[src/rtl/sd_fifo_wr_arb.sv]
// Burst-locking round-robin arbiter sharing one srdy/drdy FIFO write port.
// Data path is combinational; only the arbitration state is registered.
module sd_fifo_wr_arb #(
    parameter int inputs = 4,
    parameter int width  = 8,
    parameter int burst  = 4,
    localparam int isz   = $clog2(inputs),
    localparam int bsz   = $clog2(burst + 1)
) (
    input  logic                      clk,
    input  logic                      reset,
    input  logic [inputs-1:0]         p_srdy,
    output logic [inputs-1:0]         p_drdy,
    input  logic [inputs*width-1:0]   p_data,
    output logic                      f_srdy,
    input  logic                      f_drdy,
    output logic [width-1:0]          f_data,
    output logic [isz-1:0]            f_src
);

    typedef enum logic {IDLE, LOCKED} state_t;

    state_t         state_q, state_d;
    logic [isz-1:0] rr_ptr_q, rr_ptr_d;
    logic [isz-1:0] owner_q, owner_d;
    logic [bsz-1:0] cnt_q, cnt_d;

    logic [isz-1:0] start, idx, winner;
    logic           owner_hold, found, xfer;
    logic [width-1:0] pd [inputs];

    // Explicit wrap so non-power-of-2 producer counts never index past inputs-1.
    function automatic logic [isz-1:0] inc(input logic [isz-1:0] v);
        return (v == isz'(inputs - 1)) ? '0 : v + 1'b1;
    endfunction

    for (genvar i = 0; i < inputs; i++) begin : g_lane
        assign pd[i]     = p_data[i*width +: width];
        assign p_drdy[i] = f_drdy & f_srdy & (winner == isz'(i));
    end

    assign f_srdy = |p_srdy;
    assign f_data = pd[winner];
    assign f_src  = winner;
    assign xfer   = f_srdy & f_drdy;

    always_comb begin
        owner_hold = (state_q == LOCKED) && p_srdy[owner_q];
        start      = (state_q == LOCKED) ? inc(owner_q) : rr_ptr_q;
        winner     = start;
        found      = 1'b0;
        idx        = start;
        for (int k = 0; k < inputs; k++) begin
            if (!found && p_srdy[idx]) begin
                winner = idx;
                found  = 1'b1;
            end
            idx = inc(idx);
        end
        if (owner_hold) winner = owner_q;
    end

    // A full FIFO freezes all arbitration state.
    always_comb begin
        state_d  = state_q;
        rr_ptr_d = rr_ptr_q;
        owner_d  = owner_q;
        cnt_d    = cnt_q;
        if (f_drdy) begin
            if (owner_hold) begin
                cnt_d = cnt_q + 1'b1;
                if (cnt_q + 1'b1 == bsz'(burst)) begin
                    rr_ptr_d = inc(owner_q);
                    state_d  = IDLE;
                end
            end else if (xfer) begin
                owner_d = winner;
                cnt_d   = bsz'(1);
                if (burst == 1) begin
                    rr_ptr_d = inc(winner);
                    state_d  = IDLE;
                end else begin
                    state_d  = LOCKED;
                end
            end else if (state_q == LOCKED) begin
                rr_ptr_d = inc(owner_q);
                state_d  = IDLE;
            end
        end
    end

    always_ff @(posedge clk or negedge reset) begin
        if (!reset) begin
            state_q  <= IDLE;
            rr_ptr_q <= '0;
            owner_q  <= '0;
            cnt_q    <= '0;
        end else begin
            state_q  <= state_d;
            rr_ptr_q <= rr_ptr_d;
            owner_q  <= owner_d;
            cnt_q    <= cnt_d;
        end
    end

endmodule

[config.mk]
export PLATFORM = sky130hd
export DESIGN_NAME = sd_fifo_wr_arb
export DESIGN_NICKNAME = d
export VERILOG_FILES = /design/src/rtl/sd_fifo_wr_arb.sv
export SDC_FILE = /design/constraint.sdc
export NUM_CORES = 1
export LEC_CHECK = 0
export CORE_UTILIZATION = 48
export CTS_CLUSTER_SIZE = 10
export DETAILED_ROUTE_END_ITERATION = 6
export PLACE_DENSITY = 0.82
export RECOVER_POWER = 100
export SLEW_MARGIN = 15
export SYNTH_ARGS = -nofsm -noshare
export SYNTH_HDL_FRONTEND = slang
export SYNTH_SLANG_ARGS = --single-unit
[constraint.sdc]
create_clock -name clk -period 11.2 [get_ports clk]
set_clock_uncertainty 0.1 [all_clocks]
set_input_delay 1.68 -clock clk [delete_from_list [all_inputs] [get_ports clk]]
set_output_delay 1.68 -clock clk [all_outputs]
set_load 0.02 [all_outputs]
==> impl_metrics.tcl, run 1 <==
set metrics [dict create \
    overflow 0 \
    fmax_ghz 0.1109 \
    critPathRequiredTime_ns 9.42 \
    stdcell_count 267 \
    place.gp.congestion 0.9489 \
    hp-class "reg -> reg" \
    dp.final_hpwl_mm 3.657 \
    syn_to_final_growth_pct 32.35 \
    antenna_found_initial 0 \
    slew_headroom_pct -60.14 \
    drv_slew 11 \
    rsz0062_at_grt "false" \
    synth_area_um2 1443 \
    fp.dieH_um 56.82 \
    cts-hold-fix-buffers 0 \
    drive_gt1_share_pct 5.508 \
    maxCapViolations 1 \
    core-area_um2 2805 \
    drt_iter0_drc 164 \
    drtAntennaViolNets 0 \
    cts_resized 0 \
    cts.sinks 8 \
    start_util_pct 51.43 \
    setup_viol 0 \
    grt_start_max_net_pins 25 \
    dieArea_um2 3229 \
    drt-wirelength-per-cell_um 18.06 \
    fin_crit_sh_pct 80.49 \
    drt-total-wl_mm 4.821 \
    grtUsageTotal_pct 30.94 \
    hold-path-endpoint "cnt_q[2]$_DFFE_PN0P_" \
    path_cells "ha_1 -> nor3b_1 -> nor2_1 -> inv_1 -> ha_1 -> nor3_2 -> mux4_2 -> a2111oi_0 -> nor2_1 -> o211ai_1 -> a32oi_1 -> dlygate4sd3_1" \
    multiInputGateArea_um2 1084 \
    cts_root_buffer "clkbuf_4" \
    cpMaxStageDelayCell "a2111oi_0" \
    r2r_slack_ns 4.65 \
    critical-path-top-delay-family "compound AO/OA/AOI/OAI gates" \
    start_kind "flip-flop" \
    row_count 19 \
    path_max_fanout 12 \
    final_nets 281 \
    finalHoldViolCount 0 \
    htree_levels 1 \
    synthesis.nets 241 \
    path_clk_slew_ns 0.05 \
    avgViaCountPerCell 6.670 \
    final_util_pct 68.06 \
    fp.dieW_um 56.82 \
    timing.rr.start "owner_q[0]$_DFFE_PN0P_" \
    yosysSeqAreaShare_pct 13.88 \
    post-place-ws_ns 4.069 \
    hold_depth 1 \
    ys.flop_type "dfrtp_1" \
    remaining_drc_errors 12 \
    status "finished, violations left" \
    finalCriticalPeriod_ns 9.015 \
    cts_buffers 3 \
    synth_edf_count 0 \
    grt_first_pass_wirelength_mm 7.983 \
    clock_latency_ns 0.25 \
    slowest_delay_ns 1.91 \
    yosysUniqueCellTypes 50 \
    vias 1781 \
    syn_avg_cell_area_um2 7.286 \
    tritoncts "done" \
    yosys_warnings 0 \
    port_buffers 53 \
    ys_ff_latch 8 \
    postCtsSetupRepairBufs 0 \
    async_reset_ff_share_pct 100.0 \
    place_inst 264 \
    reg2reg_to "owner_q[0]$_DFFE_PN0P_" \
    fin_setup_tns_ns 0 \
    seqCellArea_um2 200.2 \
    synthCells 198 \
    ff2ff_path_depth 10 \
    cp-end-kind "output pin" \
    fillers 258 \
    layout_common_cells "clkdlybuf4s50_1, nand3_1, nand2_1" \
    final_common_cell "clkdlybuf4s50_1" \
    setup_slack_ns 2.185 \
    drt_pre_antenna_iters 7 \
    worstMarginPinSlew_ns 2.342 \
    crit_buf_inv 2 \
    io_pins 54 \
    crit_type "reg -> out" \
    cp_data_arrival_time_ns 7.24 \
    n_antenna_cell 0 \
    cts_buffer_depth 2 \
    grt_pass1_vias 1704 \
    hold_start "cnt_q[2]$_DFFE_PN0P_" \
    violations "DRC, capacitance limit, slew limit" \
]
## state kept, by name (all words and copies together) (netlist names)
| register | count |
|---|---|
| cnt_q | 3 |
| owner_q | 2 |
| rr_ptr_q | 2 |
| state_q | 1 |
## cell families after synthesis
| logic type | Yosys count | share of synthesized area (%) |
|---|---|---|
| mux | 7 | 7.545 |
| simple gates | 82 | 29.14 |
| compound gates | 69 | 36.43 |
| xor+xnor | 1 | 0.6072 |
| buf+inv | 27 | 8.933 |
| fa+ha+maj | 4 | 3.469 |
| flops | 8 | 13.88 |
## worst max path at each step
stage	slack (ns)	cells after the start	endpoint	startpoint
after CTS	3.82	12	f_data[6]	owner_q[0]$_DFFE_PN0P_
after floorplan	5.27	11	p_drdy[0]	p_srdy[3]
final	2.18	12	f_data[6]	owner_q[0]$_DFFE_PN0P_
after global routing	1.71	12	f_data[7]	owner_q[0]$_DFFE_PN0P_
after global placement	4.17	8	f_data[6]	p_srdy[3]
after detailed placement	4.07	8	f_data[6]	p_srdy[3]
## Yosys cell counts, types with 4 or more instances
library cell | n | area, um^2
a211oi_1 | 9 | 67.56
nand2_1 | 20 | 75.07
a21oi_1 | 15 | 75.07
ha_1 | 4 | 50.05
clkbuf_1 | 8 | 30.03
nor2_1 | 6 | 22.52
o211ai_1 | 8 | 60.06
nand3_1 | 27 | 135.1
buf_2 | 7 | 35.03
o21ai_0 | 7 | 35.03
nor3_1 | 13 | 65.06
dfrtp_1 | 8 | 200.2
a32oi_1 | 8 | 70.07
inv_1 | 8 | 30.03
## layer usage
metal  vias up  GRT usage, %  share of wire (%)
met5         -             0                  0
li1        854             -                  -
met3        19         2.304                5.9
met4         0         14.98                4.2
met2        97         54.08                 50
met1       811         38.19                 40
## cell type report
cell class	instances	area share (%)
clock buffers	3	1.180
inverters	9	1.769
multi-input cells	163	56.75
flip-flops and latches	8	10.48
well taps	31	2.031
repair buffers	53	27.79
## stage by stage
step                      instance area [um^2]  hold slack [ns]
final                                     1909           0.4046
after global routing                      1909           0.4583
after CTS                                 1939           0.4058
after detailed placement                  1917           0.3937
after global placement                    1917           0.3672
after floorplan                           1443           0.3483
Power of run 1 is left out: the tool's default activity adds up to more than one toggle a clock period on the data nets, which glitch-free logic cannot reach.
==> run 2: changes to the inputs <==
Settings changed: CORE_UTILIZATION 48 to 45, PLACE_DENSITY 0.82 to 0.77.
Clock period 11.2 ns to 8.74 ns, I/O delays scaled along.
==> impl_metrics.tcl, run 2 (synthesis results as in run 1) <==
set metrics [dict create \
    slew_headroom_pct 7.483 \
    grt_first_pass_wirelength_mm 7.300 \
    post-place-ws_ns 2.008 \
    row_count 20 \
    port_buffers 53 \
    drt_pre_antenna_iters 4 \
    crit_top_cell "ha_1" \
    drt-wirelength-per-cell_um 16.20 \
    r2r_slack_ns 3.63 \
    postCtsSetupRepairBufs 0 \
    dp.final_hpwl_mm 3.480 \
    cts_root_buffer "clkbuf_4" \
    hp-class "reg -> reg" \
    fmax_ghz 0.1339 \
    registers.top_by_ff_count "cnt_q" \
    reg2reg_to "owner_q[0]$_DFFE_PN0P_" \
    critPathRequiredTime_ns 7.33 \
    grt_pass1_vias 1608 \
    slowest_delay_ns 1.10 \
    maxCapViolations 0 \
    io_pins 54 \
    n_antenna_cell 0 \
    cpMaxStageDelayCell "o311ai_0" \
    largest_register_ffs 3 \
    start_util_pct 47.25 \
    drt_iter0_drc 168 \
    cts.sinks 8 \
    worstMarginPinSlew_ns 1.370 \
    drtAntennaViolNets 0 \
    final_common_cell "clkdlybuf4s50_1" \
    remaining_drc_errors 0 \
    setup_viol 0 \
    drv_slew 0 \
    clock_latency_ns 0.25 \
    place.gp.congestion 0.8618 \
    antenna_found_initial 0 \
    cp-end-kind "output pin" \
    timing.rr.start "owner_q[0]$_DFFE_PN0P_" \
    final_nets 281 \
    final_util_pct 63.81 \
    cts_buffer_depth 2 \
    cts_buffers 3 \
    finalHoldViolCount 0 \
    hold_start "rr_ptr_q[1]$_DFFE_PN0P_" \
    tritoncts "done" \
    fp.dieH_um 58.62 \
    drive_gt1_share_pct 6.356 \
    syn_to_final_growth_pct 35.04 \
    hold-path-endpoint "rr_ptr_q[1]$_DFFE_PN0P_" \
    rsz0062_at_grt "false" \
    grtUsageMet2_pct 47.62 \
    vias 1748 \
    hold_depth 2 \
    reg.largest.list "cnt_q (3), owner_q (2), rr_ptr_q (2)" \
    fillers 272 \
    fin_setup_tns_ns 0 \
    setup_slack_ns 1.270 \
    use_met1_pct 34.52 \
    finalCriticalPeriod_ns 7.470 \
    ff2ff_path_depth 10 \
    grt_util_met3_pct 2.857 \
    cts-hold-fix-buffers 0 \
    fin_crit_sh_pct 85.47 \
    grtUsageTotal_pct 26.69 \
    status "complete, no violations" \
    overflow 0 \
    crit_type "reg -> out" \
    startpoint "owner_q[0]$_DFFE_PN0P_" \
    path_clk_slew_ns 0.05 \
    avgViaCountPerCell 6.243 \
    cp_data_arrival_time_ns 6.06 \
    drt-total-wl_mm 4.536 \
    grt-busiest-layer "met2" \
    path_cells "ha_1 -> nor3b_4 -> nor2_1 -> inv_1 -> ha_1 -> o31a_1 -> o311ai_0 -> o2bb2a_1 -> a21oi_1 -> o211ai_1 -> a32oi_1 -> dlygate4sd3_1" \
    core-area_um2 3053 \
    path_max_fanout 12 \
    fp.dieW_um 58.62 \
    start_kind "flip-flop" \
    htree_levels 1 \
    cts_resized 0 \
    dieArea_um2 3436 \
    grt_start_max_net_pins 25 \
    layout_common_cells "clkdlybuf4s50_1, nand3_1, nand2_1" \
]
## run 2: cell counts in the layout (fill, tap and decap cells not counted)
Identical to the previous run, type by type.
## run 2: stage by stage
| stage | instance area, um^2 | hold WS [ns] | std cells |
|---|---|---|---|
| finish | 1948 | 0.3920 | 280 |
| global placement | 1933 | 0.3833 | 277 |
| global route | 1948 | 0.4298 | 280 |
| floorplan | 1443 | 0.3483 | 198 |
| CTS | 1956 | 0.3935 | 280 |
| detailed placement | 1933 | 0.3821 | 277 |
## run 2: worst max-delay path, delay by kind of cell, from the launching register on
kind / cells / cell delay, ns
buf+inv: 2 / 0.98
simple gates: 2 / 0.74
compound gates: 6 / 2.94
flops: 1 / 0.48
fa+ha+maj: 2 / 0.66
## run 2: metal layers
layer	up-vias	wire [um]
met5	-	0
li1	856	-
met2	53	2346
met1	833	1897
met3	6	233
met4	0	58
## run 2: worst max-delay path by stage
| stage | cells after the start | endpoint | slack (ns) |
|---|---|---|---|
| after floorplan | 13 | p_drdy[0] | 3.26 |
| after global placement | 12 | f_data[6] | 2.12 |
| after detailed placement | 12 | f_data[3] | 2.01 |
| after CTS | 12 | f_data[3] | 1.70 |
| after global routing | 12 | f_data[1] | 0.83 |
| final | 12 | f_data[6] | 1.27 |
## run 2: final cells by class
class | count | area, um^2 | area share (%)
flip-flops and latches | 8 | 200.2 | 10.28
clock buffers | 3 | 22.52 | 1.156
repair buffers | 53 | 530.5 | 27.23
well taps | 44 | 55.05 | 2.826
multi-input cells | 163 | 1106 | 56.78
inverters | 9 | 33.78 | 1.734
Power of run 2 is left out for the same reason.
==> run 3: changes to the inputs <==
Settings changed: HOLD_SLACK_MARGIN set to 0.03.
==> results of run 3 <==
Same layout as run 2: the final DEF is identical, and so are final timing and power.
Power of run 3 is left out for the same reason.
